[src/rtl/coin_pkg.sv]
// ---------------------------------------------------------------------------
// coin_pkg
// Shared types and defaults for the coin input conditioner.
//   coin_code_t     : 1-bit pending-coin code stored in the FIFO (N = 0, D = 1)
//   issue_state_t   : issue FSM encoding (IDLE / ISSUE / GAP)
//   DEFAULT_*       : default parameter values for the conditioner
//   sat_inc8        : saturating 8-bit increment used by the drop counter
// ---------------------------------------------------------------------------
package coin_pkg;

  typedef enum logic {
    COIN_N = 1'b0,
    COIN_D = 1'b1
  } coin_code_t;

  typedef enum logic [1:0] {
    IDLE  = 2'd0,
    ISSUE = 2'd1,
    GAP   = 2'd2
  } issue_state_t;

  localparam int DEFAULT_DEBOUNCE_CYCLES = 4;
  localparam int DEFAULT_FIFO_DEPTH      = 4;
  localparam int DEFAULT_GAP_CYCLES      = 2;

  function automatic logic [7:0] sat_inc8(input logic [7:0] value);
    return (value == 8'hFF) ? value : value + 8'd1;
  endfunction

endpackage

[src/rtl/coin_debounce.sv]
// ---------------------------------------------------------------------------
// coin_debounce
// One sensor channel: 2-flop synchronizer, debounce counter and a registered
// one-cycle pulse on each accepted 0->1 transition of the debounced level.
// Ports:
//   clk     in   system clock
//   rst     in   synchronous active-high reset
//   raw_i   in   asynchronous, possibly bouncing sensor line
//   rise_o  out  one-cycle pulse per debounced rising edge
// ---------------------------------------------------------------------------
module coin_debounce
  import coin_pkg::*;
#(
  parameter int DEBOUNCE_CYCLES = DEFAULT_DEBOUNCE_CYCLES
) (
  input  logic clk,
  input  logic rst,
  input  logic raw_i,
  output logic rise_o
);

  localparam logic [7:0] CNT_LAST = 8'(DEBOUNCE_CYCLES - 1);

  logic       sync1_q;
  logic       sync2_q;
  logic       level_q;
  logic       level_d;
  logic [7:0] cnt_q;
  logic [7:0] cnt_d;
  logic       rise_q;
  logic       rise_d;

  // Debounce: a differing synchronized level must persist DEBOUNCE_CYCLES
  // consecutive cycles (counter 0..DEBOUNCE_CYCLES-1) before it is accepted.
  always_comb begin
    level_d = level_q;
    cnt_d   = 8'd0;
    if (sync2_q != level_q) begin
      if (cnt_q == CNT_LAST) begin
        level_d = sync2_q;
        cnt_d   = 8'd0;
      end else begin
        cnt_d = cnt_q + 8'd1;
      end
    end else begin
      cnt_d = 8'd0;
    end
    // Event is registered together with the level so it is exactly one cycle.
    rise_d = level_d & ~level_q;
  end

  // Synchronizer, debounce and event registers.
  always_ff @(posedge clk) begin
    if (rst) begin
      sync1_q <= 1'b0;
      sync2_q <= 1'b0;
      level_q <= 1'b0;
      cnt_q   <= 8'd0;
      rise_q  <= 1'b0;
    end else begin
      sync1_q <= raw_i;
      sync2_q <= sync1_q;
      level_q <= level_d;
      cnt_q   <= cnt_d;
      rise_q  <= rise_d;
    end
  end

  assign rise_o = rise_q;

endmodule

[src/rtl/coin_input_conditioner.sv]
// ---------------------------------------------------------------------------
// coin_input_conditioner
// Turns bouncy asynchronous nickel/dime sensor lines into clean single-cycle
// inN/inD pulses for the vend FSM. Coins are queued in a small FIFO and issued
// one at a time, never while vend_busy is high, with idle spacing after each.
// Ports:
//   clk          in   system clock
//   rst          in   synchronous active-high reset
//   coin_n_raw   in   nickel sensor (async, may bounce)
//   coin_d_raw   in   dime sensor (async, may bounce)
//   vend_busy    in   downstream FSM is in its 15-cent state
//   inN / inD    out  one-cycle coin pulses to the vend FSM
//   coin_reject  out  one-cycle pulse when a coin is dropped on a full FIFO
//   drop_count   out  saturating count of dropped coins
//   fifo_level   out  number of pending coins
// ---------------------------------------------------------------------------
module coin_input_conditioner
  import coin_pkg::*;
#(
  parameter int DEBOUNCE_CYCLES = DEFAULT_DEBOUNCE_CYCLES,
  parameter int FIFO_DEPTH      = DEFAULT_FIFO_DEPTH,
  parameter int GAP_CYCLES      = DEFAULT_GAP_CYCLES
) (
  input  logic                          clk,
  input  logic                          rst,
  input  logic                          coin_n_raw,
  input  logic                          coin_d_raw,
  input  logic                          vend_busy,
  output logic                          inN,
  output logic                          inD,
  output logic                          coin_reject,
  output logic [7:0]                    drop_count,
  output logic [$clog2(FIFO_DEPTH):0]   fifo_level
);

  localparam int PTR_W = $clog2(FIFO_DEPTH);
  localparam int LVL_W = PTR_W + 1;
  // Outputs are registered, so the IDLE cycle that pops the next coin is
  // itself an idle output cycle: the GAP state only covers the remaining
  // GAP_CYCLES-1 cycles.
  localparam int GAP_LAST = (GAP_CYCLES > 1) ? GAP_CYCLES - 2 : 0;
  localparam int GAP_W    = (GAP_LAST > 0) ? $clog2(GAP_LAST + 1) : 1;

  logic ev_n;
  logic ev_d;

  coin_debounce #(.DEBOUNCE_CYCLES(DEBOUNCE_CYCLES)) u_deb_n (
    .clk    (clk),
    .rst    (rst),
    .raw_i  (coin_n_raw),
    .rise_o (ev_n)
  );

  coin_debounce #(.DEBOUNCE_CYCLES(DEBOUNCE_CYCLES)) u_deb_d (
    .clk    (clk),
    .rst    (rst),
    .raw_i  (coin_d_raw),
    .rise_o (ev_d)
  );

  logic [FIFO_DEPTH-1:0] fifo_mem_q, fifo_mem_d;
  logic [PTR_W-1:0]      wr_ptr_q, wr_ptr_d;
  logic [PTR_W-1:0]      rd_ptr_q, rd_ptr_d;
  logic [LVL_W-1:0]      count_q, count_d;
  logic                  pend_d_q, pend_d_d;
  logic                  reject_q, reject_d;
  logic [7:0]            drop_q, drop_d;
  issue_state_t          state_q, state_d;
  logic [GAP_W-1:0]      gap_q, gap_d;
  logic                  in_n_q, in_n_d;
  logic                  in_d_q, in_d_d;

  logic                  push_req_s;
  coin_code_t            push_code_s;
  logic                  full_s;
  logic                  push_ok_s;
  logic                  pop_s;
  coin_code_t            head_s;

  // Push arbitration, FIFO bookkeeping and the issue FSM.
  always_comb begin
    push_req_s  = 1'b0;
    push_code_s = COIN_N;
    pend_d_d    = pend_d_q;
    // A deferred dime goes first; a channel cannot produce a new event one
    // cycle after its previous one, so nothing competes with it here.
    if (pend_d_q) begin
      push_req_s  = 1'b1;
      push_code_s = COIN_D;
      pend_d_d    = 1'b0;
    end else if (ev_n) begin
      push_req_s  = 1'b1;
      push_code_s = COIN_N;
      pend_d_d    = ev_d;
    end else if (ev_d) begin
      push_req_s  = 1'b1;
      push_code_s = COIN_D;
    end else begin
      push_req_s  = 1'b0;
    end

    full_s    = (count_q == LVL_W'(FIFO_DEPTH));
    push_ok_s = push_req_s & ~full_s;
    reject_d  = push_req_s & full_s;
    drop_d    = reject_d ? sat_inc8(drop_q) : drop_q;

    head_s  = coin_code_t'(fifo_mem_q[rd_ptr_q]);
    pop_s   = 1'b0;
    state_d = state_q;
    gap_d   = gap_q;
    in_n_d  = 1'b0;
    in_d_d  = 1'b0;
    case (state_q)
      IDLE: begin
        if ((count_q != '0) && !vend_busy) begin
          pop_s   = 1'b1;
          in_n_d  = (head_s == COIN_N);
          in_d_d  = (head_s == COIN_D);
          state_d = ISSUE;
        end else begin
          state_d = IDLE;
        end
      end
      ISSUE: begin
        gap_d   = '0;
        state_d = (GAP_CYCLES > 1) ? GAP : IDLE;
      end
      GAP: begin
        if (gap_q == GAP_W'(GAP_LAST)) begin
          state_d = IDLE;
        end else begin
          gap_d = gap_q + GAP_W'(1);
        end
      end
      default: begin
        state_d = IDLE;
      end
    endcase

    fifo_mem_d = fifo_mem_q;
    wr_ptr_d   = wr_ptr_q;
    if (push_ok_s) begin
      fifo_mem_d[wr_ptr_q] = push_code_s;
      wr_ptr_d             = wr_ptr_q + PTR_W'(1);
    end else begin
      wr_ptr_d = wr_ptr_q;
    end
    rd_ptr_d = pop_s ? rd_ptr_q + PTR_W'(1) : rd_ptr_q;

    case ({push_ok_s, pop_s})
      2'b10:   count_d = count_q + LVL_W'(1);
      2'b01:   count_d = count_q - LVL_W'(1);
      default: count_d = count_q;
    endcase
  end

  // State registers; reset discards queued coins and any active pulse.
  always_ff @(posedge clk) begin
    if (rst) begin
      fifo_mem_q <= '0;
      wr_ptr_q   <= '0;
      rd_ptr_q   <= '0;
      count_q    <= '0;
      pend_d_q   <= 1'b0;
      reject_q   <= 1'b0;
      drop_q     <= 8'd0;
      state_q    <= IDLE;
      gap_q      <= '0;
      in_n_q     <= 1'b0;
      in_d_q     <= 1'b0;
    end else begin
      fifo_mem_q <= fifo_mem_d;
      wr_ptr_q   <= wr_ptr_d;
      rd_ptr_q   <= rd_ptr_d;
      count_q    <= count_d;
      pend_d_q   <= pend_d_d;
      reject_q   <= reject_d;
      drop_q     <= drop_d;
      state_q    <= state_d;
      gap_q      <= gap_d;
      in_n_q     <= in_n_d;
      in_d_q     <= in_d_d;
    end
  end

  assign inN         = in_n_q;
  assign inD         = in_d_q;
  assign coin_reject = reject_q;
  assign drop_count  = drop_q;
  assign fifo_level  = count_q;

endmodule

[config.mk]
export PLATFORM = sky130hd
export DESIGN_NAME = coin_input_conditioner
export DESIGN_NICKNAME = d
export VERILOG_FILES = /design/src/rtl/coin_pkg.sv /design/src/rtl/coin_debounce.sv /design/src/rtl/coin_input_conditioner.sv
export SDC_FILE = /design/constraint.sdc
export NUM_CORES = 1
export LEC_CHECK = 0
export CAP_MARGIN = 40
export CORE_MARGIN = 2
export CORE_UTILIZATION = 40
export CTS_BUF_LIST = sky130_fd_sc_hd__clkbuf_8
export DETAILED_ROUTE_END_ITERATION = 16
export GPL_ROUTABILITY_DRIVEN = 0
export GPL_TIMING_DRIVEN = 0
export PLACE_DENSITY = 0.7
export SLEW_MARGIN = 10
export SYNTH_ARGS = -nofsm -noshare
export SYNTH_HDL_FRONTEND = slang
export SYNTH_SLANG_ARGS = --single-unit
[constraint.sdc]
create_clock -name clk -period 3.39 [get_ports clk]
set_input_delay 0.5085 -clock clk [delete_from_list [all_inputs] [get_ports clk]]
set_output_delay 0.5085 -clock clk [all_outputs]
set_load 0.03 [all_outputs]
==> results_dict.tcl <==
set metrics [dict create \
    final.fill_count 488 \
    final.hold.worst_slack_ps 426 \
    cp_max_fo 10 \
    top_ports 19 \
    timing.final.setup_violations 0 \
    maxSlewViolCount 0 \
    grt_setup_unrepaired "false" \
    routed_wire_length_per_instance_um 11.6 \
    fmax_mhz 382 \
    netSwitchingFraction 0.211 \
    detail_route.vias_per_cell 5.05 \
    power.combinational.fraction 0.018 \
    floorplan.die.width_um 75.3 \
    clkPwrFrac 0.387 \
    first_pass_grt_wire_length_um 6170 \
    detail_route.iter0.violations 48 \
    r2r-start "fifo_level[2]" \
    area_growth_pct 17.5 \
    holdCritStartpoint "state_q[1]" \
    worstHoldEndpoint "state_q[1]" \
    max_slew.worst_pin.slew_ps 888 \
    total_leakage_power_nw 0.821 \
    cts_htree_levels 2 \
    portBuffers 17 \
    synth.yosys.warnings 0 \
    route.detailed.drc 0 \
    clkSinkCount 49 \
    worst_skew_pair.late_latency_ps 300 \
    postSynthCellCount 214 \
    outcome "completed" \
    seq_power_share 0.595 \
    worstRegToRegCells 10 \
    layout.nets 252 \
    worst-r2r-setup-slack_ps 770 \
    rows 25 \
    ff_latch_count_synth 49 \
    cts_hold_buffers 0 \
    multi_input_comb_area_um2 983 \
    timing.clock.skew_ps 3.12 \
    dominantRegCellSynth "sky130_fd_sc_hd__dfxtp_1" \
    crit_arrival_ps 2860 \
    detail_route.first_pass.iterations 4 \
    via_count 1546 \
    cell_accounting_for_the_most_synthesized_area "sky130_fd_sc_hd__dfxtp_1" \
    switchingPower_uw 206 \
    clkTransAtPathRegs_ps 90 \
    cts_root_buf "sky130_fd_sc_hd__clkbuf_8" \
    detail-route-antenna-nets 0 \
    cts_tree "yes" \
    totalPowerFinal_uw 976 \
    cp_common_cell "sky130_fd_sc_hd__inv_1" \
    via_count_of_the_first_global_routing_pass 1430 \
    worst_path_largest_cell_delay_ps 430 \
    share_of_layout_cells_above_drive_strength_1 0.0502 \
    cts-resized-gates 0 \
    synth_largest_type_area_fraction 0.482 \
    vdd.ir_drop.worst_mv 0.191 \
    syn_area_per_cell_um2 9.51 \
    hold_viol 0 \
    initial_core_util 0.423 \
    crit_chain "or3b_4 -> nor2b_1 -> clkbuf_1 -> inv_1 -> ha_1 -> inv_1 -> fa_1 -> xor2_1 -> or3_1 -> a21oi_1" \
    netlist_area_mm2 0.00204 \
    top_cells_by_area_in_the_synthesized_netlist "sky130_fd_sc_hd__dfxtp_1, sky130_fd_sc_hd__nor2_1, sky130_fd_sc_hd__xor2_1, sky130_fd_sc_hd__ha_1, sky130_fd_sc_hd__xnor2_1" \
    placeableCoreArea_mm2 0.00482 \
    place_hpwl_um 2410 \
    ff_latch_area_um2 981 \
    critical_path_required_ps 3630 \
    synth.yosys.seq_area_share 0.482 \
    min_period_ps 2620 \
    slew_headroom 0.403 \
    fp.dieH_um 75.3 \
    hold-path-cell-count 1 \
    antennaDiodeCount 0 \
    finalSetupTns_ps 0 \
    power.density_mw_per_mm2 408 \
    number_of_buffers_added_by_the_clock_tree_synthesis_step 5 \
    antenna_found_initial 0 \
    track_usage 0.143 \
    path_buf_inv 3 \
    start_kind "register" \
    slowest_cell_on_crit_path "sky130_fd_sc_hd__or3b_4" \
    hold_path_class "register to register" \
    maxCapViolations 0 \
    setup.worst_path.class "register to register" \
    synthArstFlopShare 0 \
    number_of_buffers_on_the_longest_clock_path 2 \
    finalWirelength_um 3540 \
    grt_start_max_net_pins 15 \
    cell_internal_pwr_uw 770 \
    layout_worst_path_cycle_share 0.773 \
    die_area_mm2 0.00568 \
    worstSetupEndpointType "register" \
    critical-path-top-delay-family "simple AND/OR/NAND/NOR gates" \
    global_route.overflow_total 0 \
    cts_setup_buffers 0 \
    synth_nets 228 \
    r2r_end "fifo_level[2]" \
    yosys.cell_types.count 37 \
    synth_enable_flop_cells 0 \
]
-- power groups by stage --
| stage | combinational (mW) | clock (mW) | sequential (mW) |
|---|---|---|---|
| CTS | 0.0183 | 0.391 | 0.580 |
| global route | 0.0201 | 0.416 | 0.581 |
| detailed placement | 0.0182 | 0 | 0.594 |
| floorplan | 0.0106 | 0 | 0.593 |
| global placement | 0.0182 | 0 | 0.593 |
| finish | 0.0177 | 0.378 | 0.580 |
-- cells in the mapped netlist, drive strengths merged (2+ instances only) --
cell and count:
or4 2, xnor2 7, dfxtp 49, nand3 12, o21ai 4, nor2 28
or3 2, nor2b 6, mux2i 4, o31ai 2, nand2 8, ha 8
nor4 6, nor4b 3, nand4 3, xor2 12, a311oi 4, nor3 5
or3b 2, inv 11, a21oi 12, nor3b 2, clkbuf 5, and3 5
-- kinds of logic (layout without fill, tap and decap cells) --
logic type                 count (synthesis)  after routing  share of synthesized area
and+or+nand+nor                           89             89                      0.232
AOI/OAI and AO/OA                         26             26                     0.0799
muxes                                      5              5                     0.0307
adders and majority gates                  9              9                     0.0590
xor gates and xnor gates                  19             19                     0.0817
DFF                                       49             49                      0.482
buffers and inverters                     17             42                     0.0350
-- layout by cell type, fill, tap and decap left out, types with 2 or more instances in the layout --
master and instances:
sky130_fd_sc_hd__xor2_1 12, sky130_fd_sc_hd__clkbuf_1 5, sky130_fd_sc_hd__inv_1 11, sky130_fd_sc_hd__mux2i_1 4, sky130_fd_sc_hd__clkdlybuf4s50_1 17, sky130_fd_sc_hd__o21ai_0 4, sky130_fd_sc_hd__xnor2_1 7, sky130_fd_sc_hd__nor4b_1 3
sky130_fd_sc_hd__or3_1 2, sky130_fd_sc_hd__a311oi_1 4, sky130_fd_sc_hd__nor4_1 6, sky130_fd_sc_hd__or4_1 2, sky130_fd_sc_hd__nor3_1 5, sky130_fd_sc_hd__a21oi_1 12, sky130_fd_sc_hd__ha_1 8, sky130_fd_sc_hd__o31ai_1 2
sky130_fd_sc_hd__nand4_1 3, sky130_fd_sc_hd__nor3b_1 2, sky130_fd_sc_hd__nor2_1 28, sky130_fd_sc_hd__clkbuf_8 7, sky130_fd_sc_hd__nor2b_1 6, sky130_fd_sc_hd__nand2_1 8, sky130_fd_sc_hd__nand3_1 12, sky130_fd_sc_hd__and3_1 5
sky130_fd_sc_hd__dfxtp_1 49
-- worst max-delay path by stage --
stage	startpoint	slack (ps)	to	cells after the start
after global placement	vend_busy	680	fifo_level[2]	10
after global routing	fifo_level[2]	570	fifo_level[2]	10
after CTS	fifo_level[2]	750	fifo_level[2]	10
after detailed placement	vend_busy	660	fifo_level[2]	10
final	fifo_level[2]	770	fifo_level[2]	10
after floorplan	fifo_level[2]	770	fifo_level[2]	10
-- per-stage QoR --
stage,util,area [um^2],cells,setup WS (ps)
2_1_floorplan,-,2040,214,769
3_3_place_gp,0.475,2290,298,678
3_5_place_dp,0.475,2290,298,663
4_1_cts,0.496,2390,306,747
5_1_grt,0.496,2390,306,567
6_report,0.496,2390,306,769
-- area by class of cell --
class                           count  area share
Multi-Input combinational cell    148       0.411
Sequential cell                    49       0.410
Timing Repair Buffer               17      0.0712
Clock buffer                        7      0.0403
Tap cell                           67      0.0351
Inverter                           11      0.0173
Buffer                              6      0.0126
Clock inverter                      1     0.00209
-- layer usage --
| metal | vias up | track usage | part of all wire |
|---|---|---|---|
| met5 | - | 0 | 0 |
| met4 | 0 | 0.0682 | 0.020 |
| met3 | 7 | 0.0423 | 0.027 |
| met2 | 15 | 0.220 | 0.46 |
| met1 | 731 | 0.183 | 0.50 |
| li1 | 793 | - | - |
-- registers in the layout (all words and copies together) (netlist names), 2 cells and up --
signal,cells
fifo_mem_q,4
wr_ptr_q,2
rd_ptr_q,2
u_deb_d.cnt_q,8
u_deb_n.cnt_q,8
fifo_level,3
drop_count,8
state_q,2
-- worst register-to-register path, stage by stage, from the launching register on --
cell and delay, ps:
sky130_fd_sc_hd__dfxtp_1 390, sky130_fd_sc_hd__or3b_4 430, sky130_fd_sc_hd__nor2b_1 160, sky130_fd_sc_hd__clkbuf_1 260
sky130_fd_sc_hd__inv_1 110, sky130_fd_sc_hd__ha_1 180, sky130_fd_sc_hd__inv_1 60, sky130_fd_sc_hd__fa_1 370
sky130_fd_sc_hd__xor2_1 160, sky130_fd_sc_hd__or3_1 300, sky130_fd_sc_hd__a21oi_1 140
(Power assumes the default switching activity.)
